**config.mk**
```make
export PLATFORM = sky130hd
export DESIGN_NAME = conv_window_sequencer
export DESIGN_NICKNAME = d
export VERILOG_FILES = /design/src/rtl/conv_seq_pkg.sv /design/src/rtl/mod_n_counter.sv /design/src/rtl/conv_window_sequencer.sv
export SDC_FILE = /design/constraint.sdc
export NUM_CORES = 1
export LEC_CHECK = 0
export BUFFER_PORTS_ARGS = -buffer_cell sky130_fd_sc_hd__buf_4
export CAP_MARGIN = 20
export CORE_AREA = 5 5 42 44
export CTS_CLUSTER_SIZE = 14
export DETAILED_ROUTE_END_ITERATION = 16
export DIE_AREA = 0 0 47 49
export GPL_TIMING_DRIVEN = 0
export MAX_ROUTING_LAYER = met4
export PLACE_DENSITY = 0.64
export SLEW_MARGIN = 40
export SYNTH_ARGS = -nofsm -noshare
export SYNTH_HDL_FRONTEND = slang
export SYNTH_SLANG_ARGS = --single-unit
```
**constraint.sdc**
```tcl
create_clock -name clk_in -period 1.21 [get_ports clk_in]
set_input_delay 0.0605 -clock clk_in [delete_from_list [all_inputs] [get_ports clk_in]]
set_output_delay 0.0605 -clock clk_in [all_outputs]
set_load 0.005 [all_outputs]
```
**src/rtl/conv_seq_pkg.sv**
```systemverilog
// Shared constants and state encoding for the 3x3 convolution window sequencer.
package conv_seq_pkg;

    localparam int unsigned TAPS    = 9;
    localparam int unsigned WINDOWS = 4;
    localparam int unsigned TAP_W   = 4;
    localparam int unsigned WIN_W   = 2;

    typedef enum logic [1:0] {
        IDLE    = 2'd0,
        MAC     = 2'd1,
        CAPTURE = 2'd2,
        DONE    = 2'd3
    } state_e;

    // Output bank addresses: row/column of the 2x2 result.
    localparam logic [WIN_W-1:0] O00 = 2'd0;
    localparam logic [WIN_W-1:0] O01 = 2'd1;
    localparam logic [WIN_W-1:0] O10 = 2'd2;
    localparam logic [WIN_W-1:0] O11 = 2'd3;

endpackage

```
**src/rtl/mod_n_counter.sv**
```systemverilog
// Modulo-(TERM+1) up-counter with synchronous clear, enable and terminal-count flag.
// Wraps to zero only when enabled at the terminal count.
module mod_n_counter #(
    parameter int unsigned WIDTH = 4,
    parameter int unsigned TERM  = 8
) (
    input  logic             clk_i,
    input  logic             rst_i,
    input  logic             clr_i,
    input  logic             en_i,
    output logic [WIDTH-1:0] count_o,
    output logic             tc_o
);

    logic [WIDTH-1:0] count_q;
    logic [WIDTH-1:0] count_d;

    assign tc_o    = (count_q == WIDTH'(TERM));
    assign count_o = count_q;

    // Next count: clear wins over enable; wrap at the terminal count.
    always_comb begin
        count_d = count_q;
        if (clr_i) begin
            count_d = '0;
        end else if (en_i) begin
            count_d = tc_o ? '0 : count_q + WIDTH'(1);
        end
    end

    // Count register with synchronous active-high reset.
    always_ff @(posedge clk_i) begin
        if (rst_i) begin
            count_q <= '0;
        end else begin
            count_q <= count_d;
        end
    end

endmodule

```
**src/rtl/conv_window_sequencer.sv**
```systemverilog
// Start/busy/done control FSM for the single-PE 3x3 convolution over a 4x4 input.
// Steps 9 MAC taps per window over 4 windows, writing each result to the output bank.
// Optional feature: define CONV_SEQ_ABORT_EN to add an 'abort' input that cancels a run.
module conv_window_sequencer #(
    parameter int unsigned TAPS    = conv_seq_pkg::TAPS,
    parameter int unsigned WINDOWS = conv_seq_pkg::WINDOWS
) (
    input  logic                             clk_in,
    input  logic                             rst,
    input  logic                             start,
`ifdef CONV_SEQ_ABORT_EN
    input  logic                             abort,
`endif
    output logic                             busy,
    output logic                             done,
    output logic [conv_seq_pkg::TAP_W-1:0]   tap_sel,
    output logic [conv_seq_pkg::WIN_W-1:0]   win_sel,
    output logic                             pe_en,
    output logic                             pe_clear,
    output logic                             out_we,
    output logic [conv_seq_pkg::WIN_W-1:0]   out_idx
);

    import conv_seq_pkg::*;

    state_e             state_q;
    state_e             state_d;
    logic [TAP_W-1:0]   tap_q;
    logic [WIN_W-1:0]   win_q;
    logic               tap_tc;
    logic               win_tc;
    logic               abort_act;

    // Abort only acts while a run is in flight.
`ifdef CONV_SEQ_ABORT_EN
    assign abort_act = abort && ((state_q == MAC) || (state_q == CAPTURE));
`else
    assign abort_act = 1'b0;
`endif

    // Tap counter: advances every MAC cycle, held at zero elsewhere.
    mod_n_counter #(
        .WIDTH (TAP_W),
        .TERM  (TAPS - 1)
    ) u_tap_cnt (
        .clk_i   (clk_in),
        .rst_i   (rst),
        .clr_i   ((state_q != MAC) || abort_act),
        .en_i    (state_q == MAC),
        .count_o (tap_q),
        .tc_o    (tap_tc)
    );

    // Window counter: advances on each capture, cleared between runs.
    mod_n_counter #(
        .WIDTH (WIN_W),
        .TERM  (WINDOWS - 1)
    ) u_win_cnt (
        .clk_i   (clk_in),
        .rst_i   (rst),
        .clr_i   ((state_q == IDLE) || (state_q == DONE) || abort_act),
        .en_i    (state_q == CAPTURE),
        .count_o (win_q),
        .tc_o    (win_tc)
    );

    // State register with synchronous active-high reset.
    always_ff @(posedge clk_in) begin
        if (rst) begin
            state_q <= IDLE;
        end else begin
            state_q <= state_d;
        end
    end

    // Next-state and Moore output decode from state and counters.
    always_comb begin
        state_d  = state_q;
        busy     = 1'b0;
        done     = 1'b0;
        tap_sel  = '0;
        win_sel  = '0;
        pe_en    = 1'b0;
        pe_clear = 1'b0;
        out_we   = 1'b0;
        out_idx  = '0;
        unique case (state_q)
            IDLE: begin
                pe_clear = 1'b1;
                if (start) begin
                    state_d = MAC;
                end
            end
            MAC: begin
                busy    = 1'b1;
                pe_en   = 1'b1;
                tap_sel = tap_q;
                win_sel = win_q;
                if (abort_act) begin
                    state_d = IDLE;
                end else if (tap_tc) begin
                    state_d = CAPTURE;
                end
            end
            CAPTURE: begin
                busy     = 1'b1;
                win_sel  = win_q;
                pe_clear = 1'b1;
                out_idx  = win_q;
                if (abort_act) begin
                    state_d = IDLE;
                end else begin
                    out_we  = 1'b1;
                    state_d = win_tc ? DONE : MAC;
                end
            end
            DONE: begin
                done     = 1'b1;
                pe_clear = 1'b1;
                state_d  = IDLE;
            end
            default: begin
                state_d = IDLE;
            end
        endcase
    end

endmodule

```
**Yosys cells after proc, flatten, opt, wreduce, memory -nomap -nowiden**

Cells that the tools add are included.

- Muxes and demuxes: 14
- Add/subtract/negate cells: 2
- Eq/ne operators: 8
- Reductions and logical operators: 7

Operators with widths:

| kind | count |
|---|---|
| 2-bit 2-to-1 mux | 6 |
| 4-bit 2-to-1 mux | 2 |
| 2-bit case mux with 4 select lines | 1 |
| 2-bit == test, second input constant | 3 |
| 2-bit OR reduction | 3 |
| 1-bit 2-to-1 mux | 5 |
| 4-bit by 1-bit adder with 4-bit output, second input constant | 1 |
| 4-bit == test, second input constant | 1 |
| 2-bit != test, second input constant | 2 |
| 3-bit OR reduction | 1 |
| 2-bit by 1-bit adder with 2-bit output, second input constant | 1 |
| 2-bit by 1-bit == test with 1-bit output, second input constant | 1 |
| 2-bit logical NOT | 1 |
| 2-bit by 1-bit != test with 1-bit output, second input constant | 1 |
| 2-bit AND reduction | 1 |
| 1-bit logical OR | 1 |

- Bits of input ports: 3
- Register bits: 8
- Logic and storage cells: 34
- Output and inout bits: 13

**Longest topological paths before layout**

- Depth in word-level cells: 3
- Mapped depth: 5
- Gate-level depth less buffers: 5

**By module**

Synthesis repeated with hierarchy kept, for this count alone.

- Cells, all modules: 57
- Area, all modules: 544.3 µm²

Modules (own cells, without submodules):

| module | seq. area each (µm²) | cells each | area each (µm²) | instances |
|---|---|---|---|---|
| conv_window_sequencer | 40.0 | 29 | 256.5 | 1 |
| mod_n_counter (u_tap_cnt) | 80.1 | 20 | 192.7 | 1 |
| mod_n_counter (u_win_cnt) | 40.0 | 8 | 95.1 | 1 |

**Least setup slack after synthesis**

Ideal clock, no wire load.

- Path type: register to register
- From: register state_q[1]
- To: register state_q[1]
- Data required time: 1.122 ns
- Buffers on the path: 0
- Data arrival time: 1.250 ns
- Setup slack: -0.128 ns
- Clock period less this slack: 1.338 ns
- Library setup time: 0.088 ns
- Cell stages (with the launch flop): 6
- Cell sequence: dfxtp_1 inv_1 ha_1 a21bo_1 a41oi_1 a311oi_2

- Word-level cells in the longest chain between the ends: 3
- Elaborated cells between the ends (all ways): 8
- Those cells by class: eq/ne (5); mux (1); reduce/logical (2)

Ends and longest elaborated chain:

| item | RTL line | source |
|---|---|---|
| from (decl) | conv_window_sequencer.sv:26 | `state_e state_q;` |
| from (signal assigned) | conv_window_sequencer.sv:72 | `state_q <= state_d;` |
| 2-bit by 1-bit == test with 1-bit output / 2-bit logical NOT (equally long branches) | conv_window_sequencer.sv:87 | `unique case (state_q)` |
| 2-bit != test (no source line) | -- |  |
| 2-bit AND reduction (no source line) | -- |  |

Parallel ways exist; a longest one is shown, timed or not.
A chain may end at the register's enable or synchronous reset.

**Worst setup path in the final report**

- From: register state_q[1]
- To: output port out_idx[0] (netlist name)

- Word-level cells in the longest chain between the ends: 2

Ends and longest elaborated chain:

| item | RTL line | source |
|---|---|---|
| 2-bit == test | conv_window_sequencer.sv:87 |  |
| 2-bit 2-to-1 mux | conv_window_sequencer.sv:87 |  |
| to (decl) | conv_window_sequencer.sv:21 | `output logic [conv_seq_pkg::WIN_W-1:0] out_idx` |

No other way between the ends.

==> run_results.csv <==
group,metric,value,unit
outcome,outcome,"complete, but fails checks",
outcome,violations,"negative setup slack",
logic_synthesis,ys.flop_type,"dfxtp_1",
power_and_ir_drop,swShare,0.370,
floorplanning,dieArea,2300,sq um
timing,slew_viol_final,0,
drt,vias,513,
power_and_ir_drop,seqPwrFrac,0.270,
logic_synthesis,syn_inst,63,
floorplanning,die_x,47,um
critical_path,critPathKind,"reg2out",
logic_synthesis,ys_seq_area_frac,0.300,
placement,dp_hpwl,783,um
job,maxCapViolCount,0,
critical_path,cp-start-kind,"register",
critical_path,critical_path_required,1150,ps
logic_synthesis,synth.ff_latch_count,8,
global_route,antenna_found_initial,0,
power_and_ir_drop,internal_power,0.908,mW
timing,setup_ws,-55.3,ps
power_and_ir_drop,combPwrFrac,0.594,
logic_synthesis,netlist_top_cells_count,"inv_1 (10), ha_1 (9), dfxtp_1 (8), nor2_1 (7), and2_1 (4)",
critical_path,crit_fanout,4,
drt,ant_nets,0,
logic_synthesis,ys_warn_count,0,
timing,setup_tns,-261,ps
critical_path,cp_num_buf_inv,2,
critical_path,worstPathArrival,1200,ps
timing,fin_skew,9.77,ps
drt,via_per_inst,4.93,
cells_and_area,areaGrowthSynthToFinish,56.9,%
logic_synthesis,synth_area,534,sq um
floorplanning,fp-row-count,14,
drt,drtIter0Drc,5,
placement,gp_congestion,0.804,
timing,setup_viol,6,
critical_path,crit_chain,"buf_4, ha_4, and2_1, buf_4",
cells_and_area,diodes,0,
clock_tree,clk_pin_slew,60,ps
clock_tree,clock-sinks,8,
clock_tree,insertion_delay,250,ps
clock_tree,clock-root-buffer,"clkbuf_4",
logic_synthesis,yosysMostFrequentCell,"inv_1",
critical_path,crit_family,"flip-flops",
logic_synthesis,yosys-top-cells-area,"dfxtp_1 (30%), ha_1 (21%), inv_1 (7.0%), nor2_1 (4.9%), and2_1 (4.7%)",
power_and_ir_drop,p_leak,0.377,nW
placement,portBuffers,15,
timing,hold_violations,0,
clock_tree,numCtsBuffers,3,
worst_hold_path,hold_class,"in2reg",
floorplanning,die_y,49,um
logic_synthesis,synth-edff-count,0,
logic_synthesis,synth_top_area_share,0.300,
cells_and_area,drive_gt1_frac,0.466,
power_and_ir_drop,p_sw,0.534,mW
drt,wl_per_cell,11.6,um
clock_tree,cts_tree,"done",
logic_synthesis,synthArstFlopShare,0,
placement,place_area,686,sq um
floorplanning,start_util,0.381,
clock_tree,cts_buffer_depth,2,
logic_synthesis,synth_top_area_cell,"dfxtp_1",
power_and_ir_drop,power.density,1720,nW/um^2
timing,worst_pin_slew,188,ps
logic_synthesis,synth_nets,75,
drt,drc_errors,0,
cells_and_area,final_nets,102,
placement,place_ws,-113,ps
clock_tree,ctsHtreeMaxLevel,1,
global_route,grt_max_degree,7,
floorplanning,core_region_area,1400,sq um
global_route,track_usage,0.126,
power_and_ir_drop,clockPowerShare,0.137,
floorplanning,pin_count,16,
timing,fmax,790,MHz
drt,dr.pass1.iters,2,
global_route,grt-ovfl-total,0,
logic_synthesis,syn_area_per_cell,8.48,sq um
timing,rsz0062_at_grt,"yes",
logic_synthesis,synth_cell_types,23,
critical_path,critPathCaptureType,"output port",
timing,max_slew_margin,0.874,
timing,min_period,1270,ps
critical_path,cp_common_cell,"buf_4",
global_route,grt_pass1_wl,2.02,mm
power_and_ir_drop,peakVddDrop,1.21,mV
critical_path,critical_path.max_stage_delay,350,ps
drt,drt-total-wl,1.20,mm
timing,fin_crit_sh,1.05,
global_route,grt_pass1_vias,484,
cells_and_area,final_area,838,sq um
critical_path,worst_path_max_delay_cell,"dfxtp_4",
registers in the layout (all words and copies together) (netlist names):
register,flops
u_win_cnt.count_o,2
u_tap_cnt.count_o,4
state_q,2
tightest hold or removal path, stage by stage:
cell      delay, ps
buf_4            80
nand2b_1        170
and3_4          210
a211oi_1         60
final timing paths:
check,cells past startpoint,startpoint,endpoint,slack [ps]
max,4,state_q[1]$_SDFFE_PP0P_,out_idx[0],-60
min,4,start,state_q[0]$_SDFFE_PP0P_,360
max reg2reg,5,state_q[1]$_SDFFE_PP0P_,state_q[1]$_SDFFE_PP0P_,-50
min reg2reg,2,u_tap_cnt.count_o[2]$_SDFFE_PP0N_,u_tap_cnt.count_o[2]$_SDFFE_PP0N_,530
metrics by stage:
step	power [mW]	utilization	std cells	hold WS, ps
finish	1.44	0.598	104	364
CTS	1.43	0.587	104	321
detailed placement	0.981	0.489	94	250
floorplan	0.775	-	63	121
global route	1.57	0.598	104	384
global placement	0.973	0.489	94	250
repair_timing:
item                                   in CTS  in global routing
buffers inserted                            6                  0
hold buffers                                1                  0
endpoints found under the hold margin       2                  0
pin swaps                                   4                  5
setup endpoints to repair                  11                  9
resized for setup                          14                  3
logic make-up (layout without fill, tap and decap cells):
logic type | Yosys count | after routing | share of synthesized area
buffers and inverters | 10 | 35 | 0.0703
DFF | 8 | 8 | 0.300
muxes | 1 | 1 | 0.0187
adders and majority gates | 9 | 9 | 0.211
and+or+nand+nor | 25 | 25 | 0.260
AOI/OAI and AO/OA | 10 | 10 | 0.141
power by group through the flow:
stage	Clock [mW]	Sequential (mW)	Combinational, mW
global placement	0	0.392	0.581
finish	0.197	0.389	0.857
global route	0.219	0.397	0.950
floorplan	0	0.377	0.397
detailed placement	0	0.393	0.589
CTS	0.210	0.388	0.832
layout by cell type (no fill, tap or decap), drive strengths merged:
master / count
a211oi: 1
a21bo: 1
a21boi: 1
a21oi: 3
a311oi: 1
a31oi: 1
a41oi: 1
and2: 5
and3: 1
and3b: 1
buf: 21
clkbuf: 3
dfxtp: 8
dlygate4sd3: 1
ha: 9
inv: 10
mux2i: 1
nand2: 3
nand2b: 3
nand3: 2
nor2: 7
nor3: 1
nor3b: 1
o21ai: 1
or2b: 1
area by class of cell:
type | instances | area [sq um]
Inverter | 10 | 45.0
Clock buffer | 3 | 22.5
Fill cell | 137 | 563
Multi-Input combinational cell | 45 | 405
Tap cell | 16 | 20.0
Sequential cell | 8 | 170
Timing Repair Buffer | 22 | 175
routing by layer:
| layer | GRT usage | vias to the layer above | part of all wire |
|---|---|---|---|
| met5 | - | - | 0 |
| met4 | 0.0691 | 0 | 0.0066 |
| met3 | 0.0332 | 2 | 0.058 |
| met2 | 0.219 | 13 | 0.54 |
| met1 | 0.118 | 238 | 0.40 |
| li1 | - | 260 | - |
No activity file was read; power rests on OpenSTA's default activity.
